## src/rtl/fifo_uart_tx_if.sv

```systemverilog
// rtl/fifo_uart_tx_if.sv - FIFO read-port bundle between the status FIFO and the UART transmitter
//   fifoEmpty : FIFO empty flag (FIFO -> reader)
//   fifoDout  : FIFO read data, valid the cycle after fifoRdEn (FIFO -> reader)
//   fifoRdEn  : one-cycle read strobe per byte (reader -> FIFO)
//   master    : FIFO side, slave : transmitter side
interface fifo_uart_tx_if;
  logic       fifoEmpty;
  logic [7:0] fifoDout;
  logic       fifoRdEn;

  modport master (output fifoEmpty, output fifoDout, input fifoRdEn);
  modport slave  (input fifoEmpty, input fifoDout, output fifoRdEn);
endinterface

```

## src/rtl/fifo_uart_tx.sv

```systemverilog
// rtl/fifo_uart_tx.sv - pops bytes from a 1-cycle-latency FIFO and sends them as 8N1/8N2 UART frames
//   clk       : system clock, rising edge
//   rst       : synchronous active-high reset
//   fifo      : FIFO read port (slave modport: fifoEmpty, fifoDout in; fifoRdEn out)
//   txData    : UART TX line, idles high
//   busy      : high while a byte is being latched or transmitted
//   frameDone : one-cycle pulse on the last cycle of the final stop bit
module fifo_uart_tx #(
  parameter int CLKS_PER_BIT = 5208,
  parameter int STOP_BITS    = 1
) (
  input  logic          clk,
  input  logic          rst,
  fifo_uart_tx_if.slave fifo,
  output logic          txData,
  output logic          busy,
  output logic          frameDone
);

  localparam int STOP_CLKS = STOP_BITS * CLKS_PER_BIT;
  // The stop phase is timed as one long bit, so the counter must reach STOP_CLKS-1.
  localparam int CNT_W = $clog2((STOP_BITS == 2) ? 2 * CLKS_PER_BIT : CLKS_PER_BIT);
  localparam logic [CNT_W-1:0] BIT_LAST  = CNT_W'(CLKS_PER_BIT - 1);
  localparam logic [CNT_W-1:0] STOP_LAST = CNT_W'(STOP_CLKS - 1);

  typedef enum logic [2:0] {IDLE, LATCH, START, DATA, STOP} state_t;

  state_t           state, stateNext;
  logic [CNT_W-1:0] baudCnt, baudCntNext;
  logic [2:0]       bitIdx, bitIdxNext;
  logic [7:0]       shiftReg, shiftRegNext;
  logic             rdEn, rdEnNext;
  logic             txNext, busyNext, doneNext;

  assign fifo.fifoRdEn = rdEn;

  always_ff @(posedge clk) begin
    if (rst) begin
      state     <= IDLE;
      baudCnt   <= '0;
      bitIdx    <= '0;
      shiftReg  <= '0;
      rdEn      <= 1'b0;
      txData    <= 1'b1;
      busy      <= 1'b0;
      frameDone <= 1'b0;
    end else begin
      state     <= stateNext;
      baudCnt   <= baudCntNext;
      bitIdx    <= bitIdxNext;
      shiftReg  <= shiftRegNext;
      rdEn      <= rdEnNext;
      txData    <= txNext;
      busy      <= busyNext;
      frameDone <= doneNext;
    end
  end

  always_comb begin
    stateNext    = state;
    baudCntNext  = baudCnt;
    bitIdxNext   = bitIdx;
    shiftRegNext = shiftReg;

    case (state)
      // The read strobe is the IDLE cycle that hands off to LATCH.
      IDLE: if (rdEn) stateNext = LATCH;
      LATCH: begin
        shiftRegNext = fifo.fifoDout;
        baudCntNext  = '0;
        stateNext    = START;
      end
      START: begin
        if (baudCnt == BIT_LAST) begin
          baudCntNext = '0;
          bitIdxNext  = '0;
          stateNext   = DATA;
        end else begin
          baudCntNext = baudCnt + 1'b1;
        end
      end
      DATA: begin
        if (baudCnt == BIT_LAST) begin
          baudCntNext  = '0;
          shiftRegNext = {1'b0, shiftReg[7:1]};
          bitIdxNext   = bitIdx + 3'd1;
          if (bitIdx == 3'd7) stateNext = STOP;
        end else begin
          baudCntNext = baudCnt + 1'b1;
        end
      end
      STOP: begin
        if (baudCnt == STOP_LAST) begin
          baudCntNext = '0;
          stateNext   = IDLE;
        end else begin
          baudCntNext = baudCnt + 1'b1;
        end
      end
      default: stateNext = IDLE;
    endcase

    // All outputs are registered from the next-cycle view, so they line up with
    // the state they describe without any input-to-output combinational path.
    // Looking ahead at stateNext lets the strobe land in the first IDLE cycle
    // after a frame, keeping back-to-back frames two cycles apart.
    rdEnNext = (stateNext == IDLE) && !fifo.fifoEmpty;
    busyNext = (stateNext != IDLE);
    doneNext = (stateNext == STOP) && (baudCntNext == STOP_LAST);
    txNext   = 1'b1;
    if (stateNext == START)     txNext = 1'b0;
    else if (stateNext == DATA) txNext = shiftRegNext[0];
  end

endmodule

```

## src/flat_wrapper.sv

```systemverilog
// flat-port wrapper written by rule: the top's interface ports become plain ports
module fifo_uart_tx_flat 
#(
  parameter int CLKS_PER_BIT = 5208,
  parameter int STOP_BITS    = 1
)
  (clk, rst, txData, busy, frameDone, fifo_fifoEmpty, fifo_fifoDout, fifo_fifoRdEn);
  fifo_uart_tx_if fifo_i ();
  input  logic clk;
  input  logic rst;
  output logic txData;
  output logic busy;
  output logic frameDone;
  input wire logic [$bits(fifo_i.fifoEmpty)-1:0] fifo_fifoEmpty;
  input wire logic [$bits(fifo_i.fifoDout)-1:0] fifo_fifoDout;
  output wire logic [$bits(fifo_i.fifoRdEn)-1:0] fifo_fifoRdEn;
  assign fifo_i.fifoEmpty = fifo_fifoEmpty;
  assign fifo_i.fifoDout = fifo_fifoDout;
  assign fifo_fifoRdEn = fifo_i.fifoRdEn;
  fifo_uart_tx #(.CLKS_PER_BIT(CLKS_PER_BIT), .STOP_BITS(STOP_BITS)) u_core (.clk(clk), .rst(rst), .fifo(fifo_i), .txData(txData), .busy(busy), .frameDone(frameDone));
endmodule
```

## config.mk

```make
export PLATFORM = sky130hd
export DESIGN_NAME = fifo_uart_tx_flat
export DESIGN_NICKNAME = d
export VERILOG_FILES = /design/src/rtl/fifo_uart_tx_if.sv /design/src/rtl/fifo_uart_tx.sv /design/src/flat_wrapper.sv
export SDC_FILE = /design/constraint.sdc
export NUM_CORES = 1
export LEC_CHECK = 0
export ABC_CLOCK_PERIOD_IN_PS = 2300
export CAP_MARGIN = 20
export CORE_ASPECT_RATIO = 0.8
export CORE_MARGIN = 2
export CORE_UTILIZATION = 30
export DETAILED_ROUTE_END_ITERATION = 16
export PLACE_DENSITY = 0.5
export REMOVE_ABC_BUFFERS = 1
export SYNTH_ARGS = -nofsm -noshare
export SYNTH_HDL_FRONTEND = slang
export SYNTH_SLANG_ARGS = --single-unit
export TNS_END_PERCENT = 5
```

## constraint.sdc

```tcl
create_clock -name clk -period 2.3 [get_ports clk]
set_input_delay 0.345 -clock clk [delete_from_list [all_inputs] [get_ports clk]]
set_output_delay 0.345 -clock clk [all_outputs]
set_load 0.01 [all_outputs]
```

==> qor.txt <==
status: complete, no violations
clk_lat worst skew: 0.28 ns
reg2reg setup slack: 0.21 ns
VDD IR max: 0.213 mV
Setup CP Type: reg2reg
most numerous cell in the Yosys netlist: nor2_1
Final Cell Area: 2110 um2
dominant synthesized flop cell: dfxtp_1
die width: 89.1 um
register area: 621 um2
WP buf/inv: 0
DP Cell Count: 315
GRT overflow: 0
Critical Path RT: 2.48 ns
#FFs+latches synth: 31
cell taking the most area after synthesis: dfxtp_1
Cells after Synth: 221
Levels on crit path: 7
CTS Hold Bufs: 0
Layout area overhead: 21.5%
first-pass GRT wire length: 7020 um
startpoint types: flop
highest-delay cell along the critical path: or4_1
Routability Congestion: 0.837
CP startpoint: u_core.baudCnt[1]
Hold WS: 0.460 ns
count of different cell masters after synthesis: 47
top cell type's share of synthesized area: 35.7%
final wirelength: 4190 um
fill count: 604
initial antenna violation count: 0
MaxCap Viol Count: 0
CTS tree: done
Routed wire per std cell: 13.0 um
fraction of layout cells with a size suffix above 1: 11.9%
Total GRT Usage: 14.3%
critical path capture point type: flop
post-route non-filler standard cell count: 322
die area: 6420 um2
HP Class: reg2reg
clock buffer depth: 2
Initial DRC Count: 91
post-DP HPWL: 3120 um
synth cell count leaders: nor2_1 (40), dfxtp_1 (31), nand2_1 (20)
setup violators final: 0
final net count: 258
via count: 1548
reg-to-reg startpoint: u_core.baudCnt[1]
Detail Route Antenna Nets: 0
clk sinks: 31
Final Hold Viols: 0
Mapped Avg Cell Area: 7.86 um2
main area contributors after synthesis: dfxtp_1 (36%), nor2_1 (8.6%), nand2_1 (4.3%)
CP max stage delay: 0.75 ns
Initial Util: 31.4%
antenna cells: 0
Cell Pwr Density: 567 nW/um2
largest net degree at the start of global routing: 23
skew final: 0.00638 ns
postcts setup bufs: 0
Max-slew headroom: 61.7%
Worst Tran Pin Value: 0.559 ns
reg2reg path depth: 7
register area share after synthesis: 35.7%
Core Area: 5530 um2
vias per inst: 4.81
IO Count: 15
Final period util: 90.9%
yosys warns: 0
fraction of registers with async set/reset: 0%
number of synthesized flops with an enable pin: 0
vias in the first global route: 1415
cts repair resizes: 0
min Tclk post-route: 2.09 ns
CTS clk-pin slew, worst paths: 0.06 ns
Critical Path AT: 2.27 ns
fmax: 478 MHz
Post-Synthesis Cell Area: 1740 um2
root buf cell: clkbuf_8
CTS H-tree lvls: 2
Die Span Y: 72.1 um
Placed Area: 2020 um2
num rows: 24
DRC viols: 0
area of the multi-input gates: 1030 um2
Max Fanout on Critical Path: 9
worst setup path end: u_core.frameDone
CP delay by family, top: simple AND/OR/NAND/NOR gates
First-pass DRT Iterations: 4
fin. max-slew vios: 0
IO Port Bufs: 14
worst-path cell chain: ha_1 -> nand4b_1 -> or4_1 -> nand3_2 -> nor4_1 -> nand3_1 -> and4b_1
RR Endpoint: u_core.frameDone
leakage power: 0.793 nW
unrepaired setup endpoints after global routing: no
CTS buffer count: 5
report_power, final:
| part | switching (W) | leakage, nW | internal, W |
|---|---|---|---|
| clock | 0.000199 | 0.0470 | 0.000234 |
| sequential | 0.0000184 | 0.251 | 0.000562 |
| combinational | 0.0000941 | 0.495 | 0.0000895 |
| total | 0.000312 | 0.793 | 0.000886 |
worst min-delay path, cell delays in order (launching register included):
cell     delay, ns
dfxtp_1       0.31
nand2_1       0.05
a21oi_1       0.05
per-layer routing:
metal | track usage, % | part of all wire (%) | up-vias
li1 | - | - | 820
met1 | 22.6 | 55 | 690
met2 | 18.2 | 39 | 31
met3 | 3.98 | 5.2 | 7
met4 | 4.48 | 1.2 | 0
met5 | 0 | 0 | -
worst min-delay path by stage:
| stage | from | to | slack (ns) | cells after the start |
|---|---|---|---|---|
| 5_1_grt | u_core.bitIdx[1] | u_core.bitIdx[1] | 0.49 | 2 |
| 3_5_place_dp | u_core.bitIdx[1] | u_core.bitIdx[1] | 0.45 | 2 |
| 2_1_floorplan | fifo_fifoEmpty | u_core.fifo.fifoRdEn | 0.41 | 1 |
| 4_1_cts | u_core.bitIdx[1] | u_core.bitIdx[1] | 0.46 | 2 |
| 6_report | u_core.bitIdx[1] | u_core.bitIdx[1] | 0.46 | 2 |
| 3_3_place_gp | u_core.bitIdx[1] | u_core.bitIdx[1] | 0.45 | 2 |
kinds of logic (layout without fill, tap and decap cells):
kind of cell	Yosys count	count (layout)	synth area share [%]
flip-flops	31	31	35.7
adder cells (fa/ha/maj)	3	3	2.16
multiplexers	4	4	2.31
XOR/XNOR	12	12	6.05
AND/OR/NAND/NOR	112	112	33.4
buffers and inverters	18	41	5.19
AO/OA/AOI/OAI	41	41	15.1
registers in the layout, indices dropped and copies added, names as in the netlist:
name,flops
u_core.frameDone,1
u_core.shiftReg,8
u_core.bitIdx,3
u_core.fifo.fifoRdEn,1
u_core.state,3
u_core.busy,1
u_core.baudCnt,13
u_core.txData,1
layout make-up:
| cell class | instances | share of cell area [%] |
|---|---|---|
| repair buffers | 31 | 12.7 |
| well taps | 78 | 4.62 |
| clock inverters | 1 | 0.237 |
| clock buffers | 6 | 3.91 |
| multi-input cells | 172 | 48.6 |
| flip-flops and latches | 31 | 29.4 |
| inverters | 3 | 0.533 |
per-stage QoR:
stage	setup WS, ns	util [%]	setup TNS [ns]	total power (W)
after floorplan	-0.160	-	-0.196	0.000690
after global placement	0.254	36.6	0	0.000777
after detailed placement	0.195	36.6	0	0.000774
after CTS	0.198	38.2	0	0.00121
after global routing	0.101	38.2	0	0.00126
final	0.208	38.2	0	0.00120
layout by cell type, fill, tap and decap left out, drive strengths merged, types with 5 or more instances in the layout:
master / synthesis / final
nor2: 40 / 40
dfxtp: 31 / 31
nand2: 20 / 20
buf: 9 / 17
clkdlybuf4s50: 0 / 14
a21oi: 14 / 14
nand3: 10 / 10
nor2b: 8 / 8
xor2: 7 / 7
o21ai: 7 / 7
o22ai: 6 / 6
clkbuf: 6 / 6
nand4: 5 / 5
xnor2: 5 / 5
nor4: 5 / 5
Note: power is estimated with default switching activity, not from simulation.
